### config.mk
export PLATFORM = sky130hd
export DESIGN_NAME = mem_access_unit
export DESIGN_NICKNAME = d
export VERILOG_FILES = /design/src/rtl/mem_access_unit_pkg.sv /design/src/rtl/mem_access_unit_align.sv /design/src/rtl/mem_access_unit.sv
export SDC_FILE = /design/constraint.sdc
export NUM_CORES = 1
export LEC_CHECK = 0
export CAP_MARGIN = 20
export CORE_MARGIN = 8
export CORE_UTILIZATION = 25
export DETAILED_ROUTE_END_ITERATION = 7
export PLACE_DENSITY = 0.5
export REMOVE_ABC_BUFFERS = 1
export SETUP_SLACK_MARGIN = 0.05
export SYNTH_ARGS = -nofsm -noshare
export SYNTH_HDL_FRONTEND = slang
export SYNTH_HIERARCHICAL = 1
export SYNTH_SLANG_ARGS = --single-unit
### constraint.sdc
create_clock -name clk -period 4.96 [get_ports clk]
set_clock_uncertainty 0.05 [all_clocks]
set_input_delay 0.496 -clock clk [delete_from_list [all_inputs] [get_ports clk]]
set_output_delay 0.496 -clock clk [all_outputs]
set_load 0.03 [all_outputs]
### src/rtl/mem_access_unit_pkg.sv
// Shared types and helpers for the load/store unit: FSM state encoding,
// access size codes and bus geometry derived from XLEN.
package mem_access_unit_pkg;

    typedef enum logic [5:0] {
        ST_IDLE  = 6'b000001,
        ST_REQ0  = 6'b000010,
        ST_RESP0 = 6'b000100,
        ST_REQ1  = 6'b001000,
        ST_RESP1 = 6'b010000,
        ST_DONE  = 6'b100000
    } mau_state_e;

    typedef enum logic [1:0] {
        SZ_BYTE  = 2'd0,
        SZ_HALF  = 2'd1,
        SZ_WORD  = 2'd2,
        SZ_DWORD = 2'd3
    } mau_size_e;

    localparam int XLEN_32 = 32;
    localparam int XLEN_64 = 64;

    function automatic int bus_bytes(input int xlen);
        return xlen / 8;
    endfunction

    function automatic int bus_lg(input int xlen);
        return $clog2(xlen / 8);
    endfunction

    function automatic logic xlen_legal(input int xlen);
        return (xlen == XLEN_32) || (xlen == XLEN_64);
    endfunction

    // Doubleword accesses only exist on a 64-bit bus.
    function automatic logic size_legal(input logic [1:0] size, input int xlen);
        return xlen_legal(xlen) && ((size != SZ_DWORD) || (xlen == XLEN_64));
    endfunction

endpackage

### src/rtl/mem_access_unit_align.sv
// Byte-lane steering for the load/store unit: store strobes and data for both
// bus beats, and load merge plus sign/zero extension.
module lsu_align
    import mem_access_unit_pkg::*;
#(
    parameter int XLEN = 32,
    localparam int B  = bus_bytes(XLEN),
    localparam int LB = bus_lg(XLEN)
) (
    input  logic [1:0]      i_size,
    input  logic [LB-1:0]   i_off,
    input  logic            i_unsigned,
    input  logic [XLEN-1:0] i_wdata,
    input  logic [XLEN-1:0] i_beat0,
    input  logic [XLEN-1:0] i_beat1,
    output logic [B-1:0]    o_strb0,
    output logic [B-1:0]    o_strb1,
    output logic [XLEN-1:0] o_data0,
    output logic [XLEN-1:0] o_data1,
    output logic [XLEN-1:0] o_load
);

    logic [LB:0]        w_n;
    logic [2*B-1:0]     w_strb_all;
    logic [2*XLEN-1:0]  w_wd_all;
    logic [XLEN-1:0]    w_keep;
    logic [XLEN-1:0]    w_low;
    logic               w_sign;

    // Shift an n-byte mask and the store data across a double-width window;
    // the upper half is what spills into the second bus word.
    always_comb begin
        w_n        = {{LB{1'b0}}, 1'b1} << i_size;
        w_strb_all = (~({(2*B){1'b1}} << w_n)) << i_off;
        w_wd_all   = {{XLEN{1'b0}}, i_wdata} << {i_off, 3'b000};
        o_strb0    = w_strb_all[B-1:0];
        o_strb1    = w_strb_all[2*B-1:B];
        o_data0    = w_wd_all[XLEN-1:0];
        o_data1    = w_wd_all[2*XLEN-1:XLEN];
    end

    // Load: right-justify the access, keep n bytes, replicate the top kept bit.
    always_comb begin
        w_keep = ~({XLEN{1'b1}} << {w_n, 3'b000});
        w_low  = XLEN'({i_beat1, i_beat0} >> {i_off, 3'b000}) & w_keep;
        w_sign = |(w_low & (w_keep ^ (w_keep >> 1)));
        if (w_sign && !i_unsigned) begin
            o_load = w_low | ~w_keep;
        end else begin
            o_load = w_low;
        end
    end

endmodule

### src/rtl/mem_access_unit.sv
// Load/store unit between the execute stage and the memory bus. Accesses that
// cross a bus word are split into two bus transactions.
module mem_access_unit
    import mem_access_unit_pkg::*;
#(
    parameter int XLEN   = 32,
    parameter int ADDR_W = 32
) (
    input  logic                clk,
    input  logic                rst,
    input  logic                req_valid,
    output logic                req_ready,
    input  logic                req_we,
    input  logic [1:0]          req_size,
    input  logic                req_unsigned,
    input  logic [ADDR_W-1:0]   req_addr,
    input  logic [XLEN-1:0]     req_wdata,
    output logic                rsp_valid,
    input  logic                rsp_ready,
    output logic [XLEN-1:0]     rsp_rdata,
    output logic                rsp_err,
    output logic [ADDR_W-1:0]   Address,
    output logic                MemWrite,
    output logic                MemRead,
    output logic [XLEN-1:0]     Write_data,
    output logic [XLEN/8-1:0]   Write_strb,
    input  logic                Mem_Req_Ack,
    input  logic [XLEN-1:0]     Read_data,
    input  logic                Read_data_Valid,
    output logic                Read_data_Ack,
    output logic [31:0]         perf_split_cnt,
    output logic [31:0]         perf_stall_cnt
);

    localparam int B  = bus_bytes(XLEN);
    localparam int LB = bus_lg(XLEN);
    localparam logic [LB+1:0]   B_SUM  = B[LB+1:0];
    localparam logic [ADDR_W-1:0] B_ADDR = ADDR_W'(B);

    mau_state_e         r_state;
    logic               r_we;
    logic [1:0]         r_size;
    logic               r_uns;
    logic [ADDR_W-1:0]  r_base;
    logic [LB-1:0]      r_off;
    logic [XLEN-1:0]    r_wdata;
    logic               r_split;
    logic [XLEN-1:0]    r_beat0;

    logic               r_req_ready;
    logic               r_rsp_valid;
    logic [XLEN-1:0]    r_rsp_rdata;
    logic               r_rsp_err;
    logic [ADDR_W-1:0]  r_addr_o;
    logic               r_mem_write;
    logic               r_mem_read;
    logic [XLEN-1:0]    r_wr_data;
    logic [B-1:0]       r_wr_strb;
    logic               r_rd_ack;
    logic [31:0]        r_split_cnt;
    logic [31:0]        r_stall_cnt;

    logic               w_idle;
    logic               w_accept;
    logic               w_legal;
    logic [LB:0]        w_n_req;
    logic [LB+1:0]      w_end_req;
    logic               w_split_req;
    logic [ADDR_W-1:0]  w_base_req;
    logic [1:0]         w_size;
    logic [LB-1:0]      w_off;
    logic               w_uns;
    logic [XLEN-1:0]    w_wdata;
    logic [XLEN-1:0]    w_beat0;
    logic [B-1:0]       w_strb0;
    logic [B-1:0]       w_strb1;
    logic [XLEN-1:0]    w_data0;
    logic [XLEN-1:0]    w_data1;
    logic [XLEN-1:0]    w_load;

    assign w_idle      = (r_state == ST_IDLE);
    assign w_accept    = req_valid & r_req_ready;
    assign w_legal     = size_legal(req_size, XLEN);
    assign w_n_req     = {{LB{1'b0}}, 1'b1} << req_size;
    assign w_end_req   = {2'b00, req_addr[LB-1:0]} + {1'b0, w_n_req};
    assign w_split_req = (w_end_req > B_SUM);
    assign w_base_req  = {req_addr[ADDR_W-1:LB], {LB{1'b0}}};

    // In IDLE the aligner sees the live request so beat0 can be registered on accept.
    assign w_size  = w_idle ? req_size            : r_size;
    assign w_off   = w_idle ? req_addr[LB-1:0]    : r_off;
    assign w_uns   = w_idle ? req_unsigned        : r_uns;
    assign w_wdata = w_idle ? req_wdata           : r_wdata;
    assign w_beat0 = (r_state == ST_RESP0) ? Read_data : r_beat0;

    lsu_align #(.XLEN(XLEN)) u_align (
        .i_size     (w_size),
        .i_off      (w_off),
        .i_unsigned (w_uns),
        .i_wdata    (w_wdata),
        .i_beat0    (w_beat0),
        .i_beat1    (Read_data),
        .o_strb0    (w_strb0),
        .o_strb1    (w_strb1),
        .o_data0    (w_data0),
        .o_data1    (w_data1),
        .o_load     (w_load)
    );

    // Access sequencer: all bus and response outputs are registered here.
    always_ff @(posedge clk) begin
        if (!rst) begin
            r_state     <= ST_IDLE;
            r_we        <= 1'b0;
            r_size      <= 2'd0;
            r_uns       <= 1'b0;
            r_base      <= {ADDR_W{1'b0}};
            r_off       <= {LB{1'b0}};
            r_wdata     <= {XLEN{1'b0}};
            r_split     <= 1'b0;
            r_beat0     <= {XLEN{1'b0}};
            r_req_ready <= 1'b0;
            r_rsp_valid <= 1'b0;
            r_rsp_rdata <= {XLEN{1'b0}};
            r_rsp_err   <= 1'b0;
            r_addr_o    <= {ADDR_W{1'b0}};
            r_mem_write <= 1'b0;
            r_mem_read  <= 1'b0;
            r_wr_data   <= {XLEN{1'b0}};
            r_wr_strb   <= {B{1'b0}};
            r_rd_ack    <= 1'b0;
            r_split_cnt <= 32'd0;
            r_stall_cnt <= 32'd0;
        end else begin
            case (r_state)
                ST_IDLE: begin
                    r_req_ready <= 1'b1;
                    if (w_accept) begin
                        r_req_ready <= 1'b0;
                        r_we        <= req_we;
                        r_size      <= req_size;
                        r_uns       <= req_unsigned;
                        r_base      <= w_base_req;
                        r_off       <= req_addr[LB-1:0];
                        r_wdata     <= req_wdata;
                        r_beat0     <= {XLEN{1'b0}};
                        if (!w_legal) begin
                            r_split     <= 1'b0;
                            r_rsp_valid <= 1'b1;
                            r_rsp_err   <= 1'b1;
                            r_rsp_rdata <= {XLEN{1'b0}};
                            r_state     <= ST_DONE;
                        end else begin
                            r_split     <= w_split_req;
                            r_addr_o    <= w_base_req;
                            r_mem_read  <= ~req_we;
                            r_mem_write <= req_we;
                            r_wr_data   <= req_we ? w_data0 : {XLEN{1'b0}};
                            r_wr_strb   <= req_we ? w_strb0 : {B{1'b0}};
                            r_state     <= ST_REQ0;
                        end
                    end
                end
                ST_REQ0: begin
                    if (Mem_Req_Ack) begin
                        if (r_we && r_split) begin
                            r_addr_o  <= r_base + B_ADDR;
                            r_wr_data <= w_data1;
                            r_wr_strb <= w_strb1;
                            r_state   <= ST_REQ1;
                        end else begin
                            r_addr_o    <= {ADDR_W{1'b0}};
                            r_mem_read  <= 1'b0;
                            r_mem_write <= 1'b0;
                            r_wr_data   <= {XLEN{1'b0}};
                            r_wr_strb   <= {B{1'b0}};
                            if (!r_we) begin
                                r_rd_ack <= 1'b1;
                                r_state  <= ST_RESP0;
                            end else begin
                                r_rsp_valid <= 1'b1;
                                r_rsp_rdata <= {XLEN{1'b0}};
                                r_state     <= ST_DONE;
                            end
                        end
                    end else begin
                        r_stall_cnt <= r_stall_cnt + 32'd1;
                    end
                end
                ST_RESP0: begin
                    if (Read_data_Valid) begin
                        r_rd_ack <= 1'b0;
                        r_beat0  <= Read_data;
                        if (r_split) begin
                            r_addr_o   <= r_base + B_ADDR;
                            r_mem_read <= 1'b1;
                            r_state    <= ST_REQ1;
                        end else begin
                            r_rsp_valid <= 1'b1;
                            r_rsp_rdata <= w_load;
                            r_state     <= ST_DONE;
                        end
                    end else begin
                        r_stall_cnt <= r_stall_cnt + 32'd1;
                    end
                end
                ST_REQ1: begin
                    if (Mem_Req_Ack) begin
                        r_addr_o    <= {ADDR_W{1'b0}};
                        r_mem_read  <= 1'b0;
                        r_mem_write <= 1'b0;
                        r_wr_data   <= {XLEN{1'b0}};
                        r_wr_strb   <= {B{1'b0}};
                        if (!r_we) begin
                            r_rd_ack <= 1'b1;
                            r_state  <= ST_RESP1;
                        end else begin
                            r_rsp_valid <= 1'b1;
                            r_rsp_rdata <= {XLEN{1'b0}};
                            r_state     <= ST_DONE;
                        end
                    end else begin
                        r_stall_cnt <= r_stall_cnt + 32'd1;
                    end
                end
                ST_RESP1: begin
                    if (Read_data_Valid) begin
                        r_rd_ack    <= 1'b0;
                        r_rsp_valid <= 1'b1;
                        r_rsp_rdata <= w_load;
                        r_state     <= ST_DONE;
                    end else begin
                        r_stall_cnt <= r_stall_cnt + 32'd1;
                    end
                end
                ST_DONE: begin
                    if (rsp_ready) begin
                        r_rsp_valid <= 1'b0;
                        r_rsp_err   <= 1'b0;
                        r_rsp_rdata <= {XLEN{1'b0}};
                        r_req_ready <= 1'b1;
                        r_split_cnt <= r_split_cnt + {31'd0, r_split};
                        r_state     <= ST_IDLE;
                    end
                end
                default: begin
                    r_state     <= ST_IDLE;
                    r_req_ready <= 1'b0;
                    r_rsp_valid <= 1'b0;
                    r_rsp_err   <= 1'b0;
                    r_mem_read  <= 1'b0;
                    r_mem_write <= 1'b0;
                    r_rd_ack    <= 1'b0;
                end
            endcase
        end
    end

    assign req_ready      = r_req_ready;
    assign rsp_valid      = r_rsp_valid;
    assign rsp_rdata      = r_rsp_rdata;
    assign rsp_err        = r_rsp_err;
    assign Address        = r_addr_o;
    assign MemWrite       = r_mem_write;
    assign MemRead        = r_mem_read;
    assign Write_data     = r_wr_data;
    assign Write_strb     = r_wr_strb;
    assign Read_data_Ack  = r_rd_ack;
    assign perf_split_cnt = r_split_cnt;
    assign perf_stall_cnt = r_stall_cnt;

endmodule

==> impl_metrics.json, run 1 <==
{
  "status": "completed",
  "clock_path_buffers": 3,
  "routabilityCongestion": 0.814,
  "start_util_pct": 25.3,
  "route.detailed.wl_per_inst_um": 19.0,
  "grt-ovfl-total": 0,
  "final_area_mm2": 0.0199,
  "yosys_most_used_dff": "dfxtp_1",
  "grt_max_degree": 110,
  "min_path_type": "in2reg",
  "port_buffers": 273,
  "critPathLaunchType": "flop",
  "path_clk_slew_ns": 0.06,
  "drtIter0Drc": 1109,
  "critPathArrivalTime_ns": 4.42,
  "dpl.cell_count": 2890,
  "hold_buffers": 0,
  "use_met3_pct": 3.47,
  "diodes": 0,
  "netlist_top_cells_count": "485 x nand2_1, 275 x dfxtp_1, 153 x nor2_1",
  "rows": 90,
  "post_cts_resized": 0,
  "netlist_area_mm2": 0.0153,
  "cp_slowest_cell": "o41ai_4",
  "swShare_pct": 40.1,
  "cts_setup_buffers": 0,
  "finalHoldViolCount": 0,
  "drcViolationCount": 0,
  "htree_levels": 2,
  "leakage_nw": 6.92,
  "drt_pass1_iterations": 5,
  "post-route-period-util_pct": 82.1,
  "syn_to_final_growth_pct": 29.8,
  "cp-end-kind": "flop",
  "max_freq_mhz": 245,
  "syn_area_per_cell_um2": 7.78,
  "fin_util_pct": 32.9,
  "routed_via_density": 5.07,
  "ioPinCount": 276,
  "p_int_mw": 5.70,
  "fp.dieW_um": 264,
  "critical_path_required_ns": 5.30,
  "clk_latency_ns": 0.54,
  "layout-drive-gt1-share_pct": 7.70,
  "fp.dieH_um": 264,
  "crit_fanout": 24,
  "tightest_slew_ns": 1.14,
  "final-max-slew-violation-count": 0,
  "yosysWarningCount": 6,
  "fin_nets": 2267,
  "fp.coreArea_mm2": 0.0605,
  "dpl.hpwl_um": 38800,
  "rsz0062_at_grt": "no",
  "drv_cap": 0,
  "p_switching_mw": 3.82,
  "finalSetupViolCount": 0,
  "cts_sinks": 275,
  "root_buffer": "clkbuf_16",
  "grtUsageMet1_pct": 19.7,
  "busiest_layer": "met2",
  "syn_inst": 1968,
  "dpl_cell_area_mm2": 0.0186,
  "grt_pass1_vias": 14600,
  "pwr-share-comb_pct": 42.2,
  "fin_cells": 2952,
  "n_fill_cell": 6286,
  "globalRouteMet2Util_pct": 26.2,
  "cpPeakStageDelay_ns": 0.77,
  "async_flop_share_pct": 0,
  "cts_buffers": 36,
  "yosys.area.top_type": "dfxtp_1",
  "vias": 15000,
  "ant_nets": 0,
  "grt_pass1_wl_um": 87200,
  "total_power_mw": 9.52,
  "synth_most_common_cell": "nand2_1",
  "vdd_ir_drop_max_uv": 360,
  "max_slew_margin_pct": 23.8,
  "wirelength_um": 56000,
  "grt_use_total_pct": 15.5,
  "seq_power_share_pct": 28.6,
  "die_area_mm2": 0.0694,
  "crit_type": "reg2reg",
  "p_clk_share_pct": 29.2,
  "antenna_found_initial": 2,
  "synth_edf_count": 0,
  "synth_cell_types": 78,
  "cp_cell_sequence": "or4_1 > nor2_4 > buf_4 > nand2_1 > nand2_1 > ha_1 > inv_1 > ha_1 > nor3b_1 > o2bb2ai_1 > o41ai_4 > buf_6 > o21ai_0 > nand3_1 > mux2i_1",
  "cts_tree": "built",
  "synth_seq_cells": 275,
  "synthTopCellsByArea": "dfxtp_1 36%, nand2_1 12%, mux2i_1 4.8%",
  "synth_top_area_share_pct": 35.9,
  "synth_seq_area_share_pct": 35.9,
  "power_density_mw_per_mm2": 479,
  "period_minus_slack_ns": 4.07
}
state kept, by name, indices dropped and copies added, names as in the netlist, 4 cells and up:
register,count
Address,30
r_beat0,32
Write_data,32
rsp_rdata,32
Write_strb,4
r_state,6
perf_split_cnt,32
r_wdata,32
r_base,30
perf_stall_cnt,32
per-layer routing:
layer	part of all wire [%]	vias up
li1	-	7272
met1	45	7217
met2	48	400
met3	5.6	74
met4	2.1	4
met5	0.048	-
power groups by stage:
stage | Clock [mW] | Combinational, mW | Sequential [mW]
finish | 2.78 | 4.02 | 2.72
floorplan | 0 | 2.41 | 3.03
global placement | 0 | 4.00 | 2.76
global route | 2.97 | 4.41 | 2.76
CTS | 2.89 | 4.06 | 2.72
detailed placement | 0 | 4.04 | 2.76
path summary, 6_finish.rpt:
| check | depth (start not counted) | startpoint | end | slack (ns) |
|---|---|---|---|---|
| setup / recovery | 15 | r_state[5]$_SDFFE_PN0P_ | rsp_rdata[27]$_SDFFE_PN0P_ | 0.89 |
| hold / removal | 3 | rst | Address[22]$_SDFFE_PN0P_ | 0.30 |
| setup reg to reg | 15 | r_state[5]$_SDFFE_PN0P_ | rsp_rdata[27]$_SDFFE_PN0P_ | 0.89 |
| hold reg to reg | 2 | rsp_valid$_SDFFE_PN0P_ | rsp_valid$_SDFFE_PN0P_ | 0.40 |
critical path: cells and delay by family (launching register included):
family	cells	cell delay, ns
flip-flops	1	0.41
adder cells (fa/ha/maj)	2	0.52
AO/OA/AOI/OAI	3	1.05
AND/OR/NAND/NOR	6	1.20
multiplexers	1	0.09
buffers and inverters	3	0.61
per-stage QoR:
stage               hold WS [ns]  setup WS [ns]  setup TNS (ns)
floorplan                  0.387          -1.78         -114.50
global placement           0.392          0.712               0
detailed placement         0.395          0.887               0
CTS                        0.261          0.869               0
global route               0.293          0.558               0
finish                     0.299          0.885               0
placed cells by master, fill, tap and decap left out, drive strengths merged, types with 9 or more instances in the layout:
| cell type | count |
|---|---|
| a31oi | 18 |
| a21oi | 111 |
| a211oi | 55 |
| nor2 | 154 |
| inv | 19 |
| clkbuf | 46 |
| nor4 | 21 |
| nor2b | 16 |
| clkdlybuf4s50 | 272 |
| buf | 36 |
| or4 | 9 |
| mux2i | 73 |
| nand4 | 35 |
| a22o | 9 |
| or3 | 17 |
| nor3 | 15 |
| and3 | 16 |
| xnor2 | 33 |
| conb | 10 |
| a22oi | 78 |
| nand2 | 485 |
| and2 | 17 |
| and4 | 11 |
| xor2 | 24 |
| mux2 | 10 |
| ha | 13 |
| dfxtp | 275 |
| o21ai | 93 |
| mux4 | 29 |
| nand3 | 74 |
| nand2b | 10 |
logic make-up after synthesis:
| kind of cell | Yosys count | synth area share (%) |
|---|---|---|
| flip-flops | 275 | 35.9 |
| buffers and inverters | 194 | 5.54 |
| multiplexers | 112 | 9.77 |
| XOR/XNOR | 57 | 3.26 |
| adder cells (fa/ha/maj) | 14 | 1.19 |
| AND/OR/NAND/NOR | 897 | 26.2 |
| other | 2 | 0.0490 |
| AO/OA/AOI/OAI | 417 | 18.0 |
final cells by class:
cell class / instances / area, um2 / area share [%]
clock buffers: 46 / 1000 / 5.03
well taps: 782 / 978 / 4.92
clock inverters: 15 / 228 / 1.15
multi-input cells: 1507 / 9070 / 45.6
inverters: 19 / 76.3 / 0.384
flip-flops and latches: 275 / 5510 / 27.7
repair buffers: 308 / 3020 / 15.2
Power figures use the tool's default switching activity.
==> inputs of run 2 (changes only) <==
==> constraint.sdc (replaced) <==
create_clock -name clk -period 4.2 [get_ports clk]
set_clock_uncertainty 0.05 [all_clocks]
set_input_delay 0.42 -clock clk [delete_from_list [all_inputs] [get_ports clk]]
set_output_delay 0.42 -clock clk [all_outputs]
set_load 0.03 [all_outputs]
==> impl_metrics.json, run 2 (same netlist as run 1, synthesis figures left out) <==
{
  "status": "completed",
  "syn_to_final_growth_pct": 29.8,
  "final_area_mm2": 0.0199,
  "die_area_mm2": 0.0694,
  "cts_buffers": 38,
  "critical_path_required_ns": 4.61,
  "max_freq_mhz": 265,
  "hold_buffers": 0,
  "drt_pass1_iterations": 5,
  "finalSetupViolCount": 0,
  "rows": 90,
  "grt-ovfl-total": 0,
  "grt_max_degree": 78,
  "cts_setup_buffers": 0,
  "min_path_type": "in2reg",
  "dpl.hpwl_um": 38900,
  "htree_levels": 2,
  "wirelength_um": 56200,
  "routed_via_density": 5.04,
  "drcViolationCount": 0,
  "fp.dieH_um": 264,
  "clock_path_buffers": 3,
  "regToRegSetupSlack_ns": 0.43,
  "drv_cap": 0,
  "mostFrequentLayoutCells": "482 x nand2_1, 275 x dfxtp_1, 272 x clkdlybuf4s50_1, 150 x nor2_1, 111 x a21oi_1",
  "n_fill_cell": 6276,
  "period_minus_slack_ns": 3.77,
  "cts_tree": "built",
  "routabilityCongestion": 0.831,
  "multiInputGateArea_mm2": 0.00907,
  "ant_nets": 0,
  "layout_commonest_cell": "nand2_1",
  "finalHoldViolCount": 0,
  "r2r_start": "r_state[5]$_SDFFE_PN0P_",
  "fin_nets": 2275,
  "crit_end": "rsp_rdata[21]$_SDFFE_PN0P_",
  "regToRegEndpoint": "rsp_rdata[21]$_SDFFE_PN0P_",
  "leakage_nw": 6.93,
  "crit_type": "reg2reg",
  "drtIter0Drc": 991,
  "route.detailed.wl_per_inst_um": 19.0,
  "clk_latency_ns": 0.54,
  "reg2reg_depth": 14,
  "ioPinCount": 276,
  "antenna_found_initial": 2,
  "critPathLaunch": "r_state[5]$_SDFFE_PN0P_",
  "max_slew_margin_pct": 35.7,
  "root_buffer": "clkbuf_16",
  "final-max-slew-violation-count": 0,
  "grt_use_total_pct": 15.4,
  "layout-drive-gt1-share_pct": 7.99,
  "port_buffers": 273,
  "post_cts_resized": 0,
  "critPathArrivalTime_ns": 4.18,
  "register_area_mm2": 0.00551,
  "critPathLaunchType": "flop",
  "post-route-period-util_pct": 89.8,
  "crit_fanout": 24,
  "grt_pass1_vias": 14600,
  "power_density_mw_per_mm2": 562,
  "vias": 14900,
  "grt_pass1_wl_um": 87300,
  "fin_util_pct": 32.9,
  "fp.dieW_um": 264,
  "path_clk_slew_ns": 0.06,
  "start_util_pct": 25.3,
  "cp-end-kind": "flop",
  "fp.coreArea_mm2": 0.0605,
  "tightest_slew_ns": 0.963,
  "rsz0062_at_grt": "no",
  "vdd_ir_drop_max_uv": 313,
  "dpl_cell_area_mm2": 0.0187,
  "cts_sinks": 275
}
## run 2: changes by cell type in the layout (fill, tap and decap cells not counted), sizes merged
cell / delta
bufinv: -4
inv: +2
diode: +1
clkbuf: +7
buf: +5
clkinv: -1
## run 2: worst min-delay path by stage
stage / startpoint / endpoint / slack (ns) / cells past startpoint
after CTS: rst / Address[29]$_SDFFE_PN0P_ / 0.29 / 3
after detailed placement: r_wdata[5]$_SDFFE_PN0P_ / r_wdata[5]$_SDFFE_PN0P_ / 0.40 / 2
after global routing: rst / Address[25]$_SDFFE_PN0P_ / 0.32 / 3
final: rst / Address[21]$_SDFFE_PN0P_ / 0.31 / 3
after floorplan: r_off[0]$_SDFFE_PN0P_ / r_off[0]$_SDFFE_PN0P_ / 0.39 / 2
after global placement: r_wdata[12]$_SDFFE_PN0P_ / r_wdata[12]$_SDFFE_PN0P_ / 0.39 / 2
## run 2: worst max-delay path, cell delays in order, from the launching register on
cell	delay, ns
dfxtp_1	0.40
nor4_2	0.50
nand2_2	0.36
nand2_1	0.16
nand2_1	0.13
inv_1	0.13
ha_1	0.30
ha_1	0.31
nand3b_1	0.18
o2bb2ai_1	0.34
o41ai_4	0.13
buf_4	0.24
o21ai_0	0.20
nand3_1	0.09
mux2i_1	0.15
## run 2: final cells by class
cell class / instances / area share (%)
inverter: 19 / 0.384
sequential: 275 / 27.7
multi-input combinational: 1507 / 45.6
antenna: 1 / 0.0126
clock buffer: 52 / 5.46
tap: 782 / 4.92
timing repair buffer: 314 / 15.3
clock inverter: 12 / 0.623
## run 2: metrics by stage
step	hold slack, ns	setup WS (ns)	setup TNS [ns]	std cells	power, mW
floorplan	0.387	-2.54	-242.94	1801	6.42
global placement	0.392	0.680	0	2896	8.01
detailed placement	0.397	0.511	0	2896	8.06
CTS	0.289	0.456	0	2960	11.4
global route	0.321	0.0559	0	2962	11.9
finish	0.311	0.430	0	2962	11.2
## run 2: layer usage
| metal | share of wire, % | global-route usage, % | up-vias |
|---|---|---|---|
| met5 | 0.021 | 0 | - |
| met4 | 2.2 | 4.54 | 2 |
| met3 | 5.5 | 3.13 | 81 |
| met2 | 48 | 26.3 | 392 |
| met1 | 44 | 19.5 | 7178 |
| li1 | - | - | 7284 |
## run 2: power by group
group,internal (mW),total [mW],switching [mW]
combinational,1.76,4.77,3.01
sequential,2.95,3.21,0.261
clock,1.92,3.19,1.27
